File: src/rtl/apb2natv_bridge.sv
// apb2natv_bridge: APB slave to single-outstanding native request bridge with wait timeout and error counting
module apb2natv_bridge #(
  parameter int TIMEOUT_CYCLES = 255,
  parameter int ERR_CNT_W      = 8
) (
  input  logic                 clk_i,
  input  logic                 rst_i,
  input  logic                 apb_psel_i,
  input  logic                 apb_penable_i,
  input  logic                 apb_pwrite_i,
  input  logic [31:0]          apb_paddr_i,
  input  logic [31:0]          apb_pwdata_i,
  input  logic [3:0]           apb_pstrb_i,
  input  logic [2:0]           apb_pprot_i,
  output logic                 apb_pready_o,
  output logic [31:0]          apb_prdata_o,
  output logic                 apb_pslverr_o,
  output logic                 natv_valid_o,
  output logic [31:0]          natv_addr_o,
  output logic [31:0]          natv_wdata_o,
  output logic [3:0]           natv_wstrb_o,
  input  logic [31:0]          natv_rdata_i,
  input  logic                 natv_ready_i,
  output logic [ERR_CNT_W-1:0] err_cnt_o
);
  localparam int CW = (TIMEOUT_CYCLES > 0) ? $clog2(TIMEOUT_CYCLES + 2) : 1;
  typedef enum logic [1:0] {IDLE, BUSY, DONE} state_t;
  state_t               state_q, state_d;
  logic [31:0]          addr_q, addr_d, wdata_q, wdata_d, rdata_q, rdata_d;
  logic [3:0]           wstrb_q, wstrb_d;
  logic                 write_q, write_d, err_q, err_d;
  logic [CW-1:0]        cnt_q, cnt_d;
  logic [ERR_CNT_W-1:0] err_cnt_q, err_cnt_d;
  logic                 timeout, done_err, unused_prot;
  assign unused_prot = ^apb_pprot_i;
  always_comb begin
    state_d  = state_q;
    addr_d   = addr_q;
    wdata_d  = wdata_q;
    wstrb_d  = wstrb_q;
    write_d  = write_q;
    rdata_d  = rdata_q;
    err_d    = err_q;
    cnt_d    = cnt_q;
    done_err = 1'b0;
    timeout  = (TIMEOUT_CYCLES != 0) && (int'(cnt_q) + 1 == TIMEOUT_CYCLES);
    case (state_q)
      IDLE: if (apb_psel_i) begin
        addr_d  = apb_paddr_i;
        wdata_d = apb_pwdata_i;
        wstrb_d = apb_pwrite_i ? apb_pstrb_i : 4'b0000;
        write_d = apb_pwrite_i;
        cnt_d   = '0;
        if (apb_paddr_i[1:0] == 2'b00) state_d = BUSY;
        else begin
          state_d  = DONE;
          err_d    = 1'b1;
          rdata_d  = '0;
          done_err = 1'b1;
        end
      end
      BUSY: if (natv_ready_i) begin
        state_d = DONE;
        rdata_d = write_q ? 32'h0 : natv_rdata_i;
        err_d   = 1'b0;
      end else if (timeout) begin
        state_d  = DONE;
        rdata_d  = '0;
        err_d    = 1'b1;
        done_err = 1'b1;
      end else cnt_d = cnt_q + 1'b1;
      // A waiting master completes on psel&penable; a master that left discards the response
      DONE: if (!apb_psel_i || apb_penable_i) state_d = IDLE;
      default: state_d = IDLE;
    endcase
    err_cnt_d = (done_err && !(&err_cnt_q)) ? err_cnt_q + 1'b1 : err_cnt_q;
  end
  always_ff @(posedge clk_i or posedge rst_i) begin
    if (rst_i) begin
      state_q   <= IDLE;
      addr_q    <= '0;
      wdata_q   <= '0;
      wstrb_q   <= '0;
      write_q   <= 1'b0;
      rdata_q   <= '0;
      err_q     <= 1'b0;
      cnt_q     <= '0;
      err_cnt_q <= '0;
    end else begin
      state_q   <= state_d;
      addr_q    <= addr_d;
      wdata_q   <= wdata_d;
      wstrb_q   <= wstrb_d;
      write_q   <= write_d;
      rdata_q   <= rdata_d;
      err_q     <= err_d;
      cnt_q     <= cnt_d;
      err_cnt_q <= err_cnt_d;
    end
  end
  assign apb_pready_o  = (state_q == DONE) && apb_psel_i && apb_penable_i;
  assign apb_prdata_o  = apb_pready_o ? rdata_q : 32'h0;
  assign apb_pslverr_o = apb_pready_o && err_q;
  assign natv_valid_o  = (state_q == BUSY);
  assign natv_addr_o   = addr_q;
  assign natv_wdata_o  = wdata_q;
  assign natv_wstrb_o  = wstrb_q;
  assign err_cnt_o     = err_cnt_q;
endmodule

File: config.mk
export PLATFORM = sky130hd
export DESIGN_NAME = apb2natv_bridge
export DESIGN_NICKNAME = d
export VERILOG_FILES = /design/src/rtl/apb2natv_bridge.sv
export SDC_FILE = /design/constraint.sdc
export NUM_CORES = 1
export LEC_CHECK = 0
export CAP_MARGIN = 20
export CORE_AREA = 2 2 119 121
export CTS_CLUSTER_DIAMETER = 120
export DETAILED_ROUTE_END_ITERATION = 7
export DIE_AREA = 0 0 121 123
export GPL_TIMING_DRIVEN = 0
export PLACE_DENSITY_LB_ADDON = 0.25
export SLEW_MARGIN = 30
export SYNTH_ARGS = -nofsm -noshare
export SYNTH_HDL_FRONTEND = slang
export SYNTH_SLANG_ARGS = --single-unit
File: constraint.sdc
create_clock -name clk_i -period 4 [get_ports clk_i]
set_input_delay 0.8 -clock clk_i [delete_from_list [all_inputs] [get_ports clk_i]]
set_output_delay 0.8 -clock clk_i [all_outputs]
set_load 0.1 [all_outputs]
==> results <==
[report_power, final]
part / total (mW) / switching, mW / internal [mW]
sequential: 1.69 / 0.191 / 1.50
clock: 1.58 / 0.536 / 1.05
combinational: 2.94 / 2.26 / 0.679
[registers in the layout, summed over array words and instances, names as in the netlist]
signal	cells
natv_wdata_o	32
natv_wstrb_o	4
rdata_q	32
state_q	2
cnt_q	9
write_q	1
natv_addr_o	32
err_cnt_o	8
err_q	1
[final timing paths]
path	cells after the start	to
hold / removal	2	natv_addr_o[0]
hold reg to reg	2	natv_addr_o[0]
min in group asynchronous	2	natv_addr_o[18]
max in group asynchronous	5	err_cnt_o[3]
setup / recovery	7	apb_prdata_o[4]
setup reg to reg	8	rdata_q[4]
[per-layer routing]
layer / global-route usage / vias up / routed length, microns
met5: 0 / - / 0
met4: 0.0749 / 0 / 257
met3: 0.0913 / 19 / 1580
li1: - / 2220 / -
met2: 0.328 / 188 / 7090
met1: 0.244 / 2212 / 5930
[cells by family after synthesis]
kind of cell	Yosys count
AO/OA/AOI/OAI	61
AND/OR/NAND/NOR	302
adder cells (fa/ha/maj)	3
flip-flops	121
buffers and inverters	37
multiplexers	2
XOR/XNOR	9
[synthesized netlist by cell type (2+ instances only)]
master    count
nor2_1       14
nor3_1        3
o21ai_0       5
buf_6         4
dfrtp_1     121
a22o_1       30
buf_4         2
xor2_1        4
o21ai_2       2
a21boi_0      2
and3_1        2
nor2b_1       5
inv_1         7
nand3_1       9
clkbuf_1     22
a22o_2        3
nand2b_1      3
buf_2         2
xnor2_1       5
and2_1       33
nand2_1     218
ha_1          3
a21oi_1       6
o221ai_1      3
nor3b_1       4
nor4_1        2
[repair_timing]
action                     CTS  global route
resized for setup           93            43
setup endpoints to repair   34            23
setup buffers                0             0
[tightest hold or removal path: stages (launching register included)]
cell     delay (ns)
dfrtp_1        0.34
nand2_1        0.05
nand2_1        0.06
[area by class of cell]
cell class              count  area, sq um
fillers                  1166         5390
flip-flops and latches    121         3030
repair buffers            221         2190
multi-input cells         377         1970
clock buffers              22          484
well taps                 180          225
plain buffers              30          153
clock inverters            10          141
inverters                   7         30.0
[per-stage QoR]
stage                     power [mW]  worst slack (ns)  cell area (sq um)
final                           6.22             0.199               8220
after global routing            6.46           0.00535               8220
after CTS                       6.27          0.000372               8350
after detailed placement        4.66            -0.456               7700
after global placement          4.61            -0.423               7570
after floorplan                 3.86            0.0201               5180
==> metrics.md <==
| Metric | Value |
|---|---|
| Fin Clk Skew | `0.00892 ns` |
| TritonRoute pass-1 iters | `4` |
| Most common cell after layout, fill and taps aside | `nand2_1` |
| Setup violators final | `0` |
| Final WL | `14.9 mm` |
| Layout cells sized above 1 | `0.113` |
| CTS Root Cell | `clkbuf_16` |
| Largest net degree at the start of global routing | `31` |
| Outcome | `completed` |
| Mux share of post-synthesis cell area | `0.00411` |
| Core area | `13600 sq um` |
| Via Count | `4639` |
| Clock buffer depth | `2` |
| Remaining DRCs | `0` |
| Min-Delay Path Class | `reg2reg` |
| Fin nets | `887` |
| Worst-path clk slew | `0.06 ns` |
| Vias in the first global route | `4701` |
| Crit. End Element | `primary output` |
| Post-synth EDFFs | `0` |
| Largest family of logic cells by synthesized area | `simple AND/OR/NAND/NOR gates` |
| CP arrival | `3.00 ns` |
| Input/output buffers | `216` |
| Die Wd | `121 microns` |
| Leak | `3.93 nW` |
| Top cell type's share of synthesized area | `0.585` |
| Type of origin of the critical path | `input port` |
| Largest area contributor in the netlist | `dfrtp_1` |
| Clk Latency, worst-skew pair | `0.41 ns` |
| Slew of the pin with the lowest slew margin | `1.02 ns` |
| Via density per instance | `4.79` |
| Worst EP required | `3.20 ns` |
| Post-synthesis adder-cell area fraction | `0.00725` |
| DRT antenna net count | `0` |
| CTS sink cnt | `121` |
| Final Core Density | `0.604` |
| Area growth from synthesis to layout | `58.8%` |
| Peak supply drop | `0.575 mV` |
| Post-synth net total | `647` |
| Top cells by area, synth | `dfrtp_1 58%, nand2_1 16%, a22o_1 5.1%, and2_1 4.0%, clkbuf_1 1.6%` |
| RePlAce Congestion | `0.882` |
| Fin. max-slew vios | `0` |
| Row count | `43` |
| R2r setup slk | `1.52 ns` |
| Most used cell, CP | `clkbuf_1` |
| Fmax | `0.263 GHz` |
| Worst path slowest cell | `clkdlybuf4s15_2` |
| First-pass GRT wire length | `23.6 mm` |
| Placed Instances | `936` |
| Ports | `220` |
| Async SR Flop Fraction | `1.00` |
| Top FF cell, synth | `dfrtp_1` |
| DRT iter0 DRCs | `266` |
| Synthesized area | `5180 sq um` |
| Post-DR wirelength/cell | `15.3 microns` |
| CTS Buf Count | `17` |
| Sum Neg Setup Slack | `0 ns` |
| Global Route Usage Sum | `0.204` |
| Largest stage delay on the critical path | `0.55 ns` |
| Seq cells post-synth | `121` |
| CTS tree | `done` |
| Synth Area in XOR/XNOR | `0.0152` |
| Simple-Gate Fraction of Synth Area | `0.257` |
| RR Startpoint | `cnt_q[1]` |
| Count of cell types in the netlist | `47` |
| CP cell instances | `clkdlybuf4s50_1 -> nor2b_1 -> and3_1 -> clkbuf_1 -> clkbuf_1 -> and2_1 -> clkdlybuf4s15_2` |
| Die Area | `14900 sq um` |
| Buf+Inv Stages, Crit Path | `4` |
| Worst Path Max Fanout | `10` |
| Die Height | `123 microns` |
| Final hold vios | `0` |
| Hold path start | `natv_addr_o[0]` |
| Cell Pwr Density | `756 nW/um^2` |
| Seq/Total Area, Yosys | `0.585` |
| Worst path top cell family by delay | `buffers and inverters` |
| Max Cap Violations | `0` |
| Initial antenna violation count | `0` |
| YS warnings | `0` |
| Rel. slew slack | `0.321` |
| Crit path launch | `apb_psel_i` |
| # diodes | `0` |
| Hold buffer count at cts | `0` |
| H-Tree Level Count | `4` |
| Post-route minimum period | `3.80 ns` |
| DP HPWL | `10.9 mm` |
| RSZ-0062 raised after global routing | `no` |
| Crit path kind | `in2out` |
| Non-Filler Instances | `968` |
| Leading cell types in the layout, fill and taps excluded | `218 x nand2_1, 182 x clkdlybuf4s50_1, 121 x dfrtp_1` |
| Syn Area/Cell | `9.68 sq um` |
| Total gr overflow | `0` |
| Syn Inst Count | `535` |
| Compound-cell area share of the yosys netlist | `0.0972` |
| Hold slack final | `0.472 ns` |
| Initial Utilization | `0.380` |
| Final Cycle Share | `0.950` |
No activity file was read; power rests on OpenSTA's default activity.
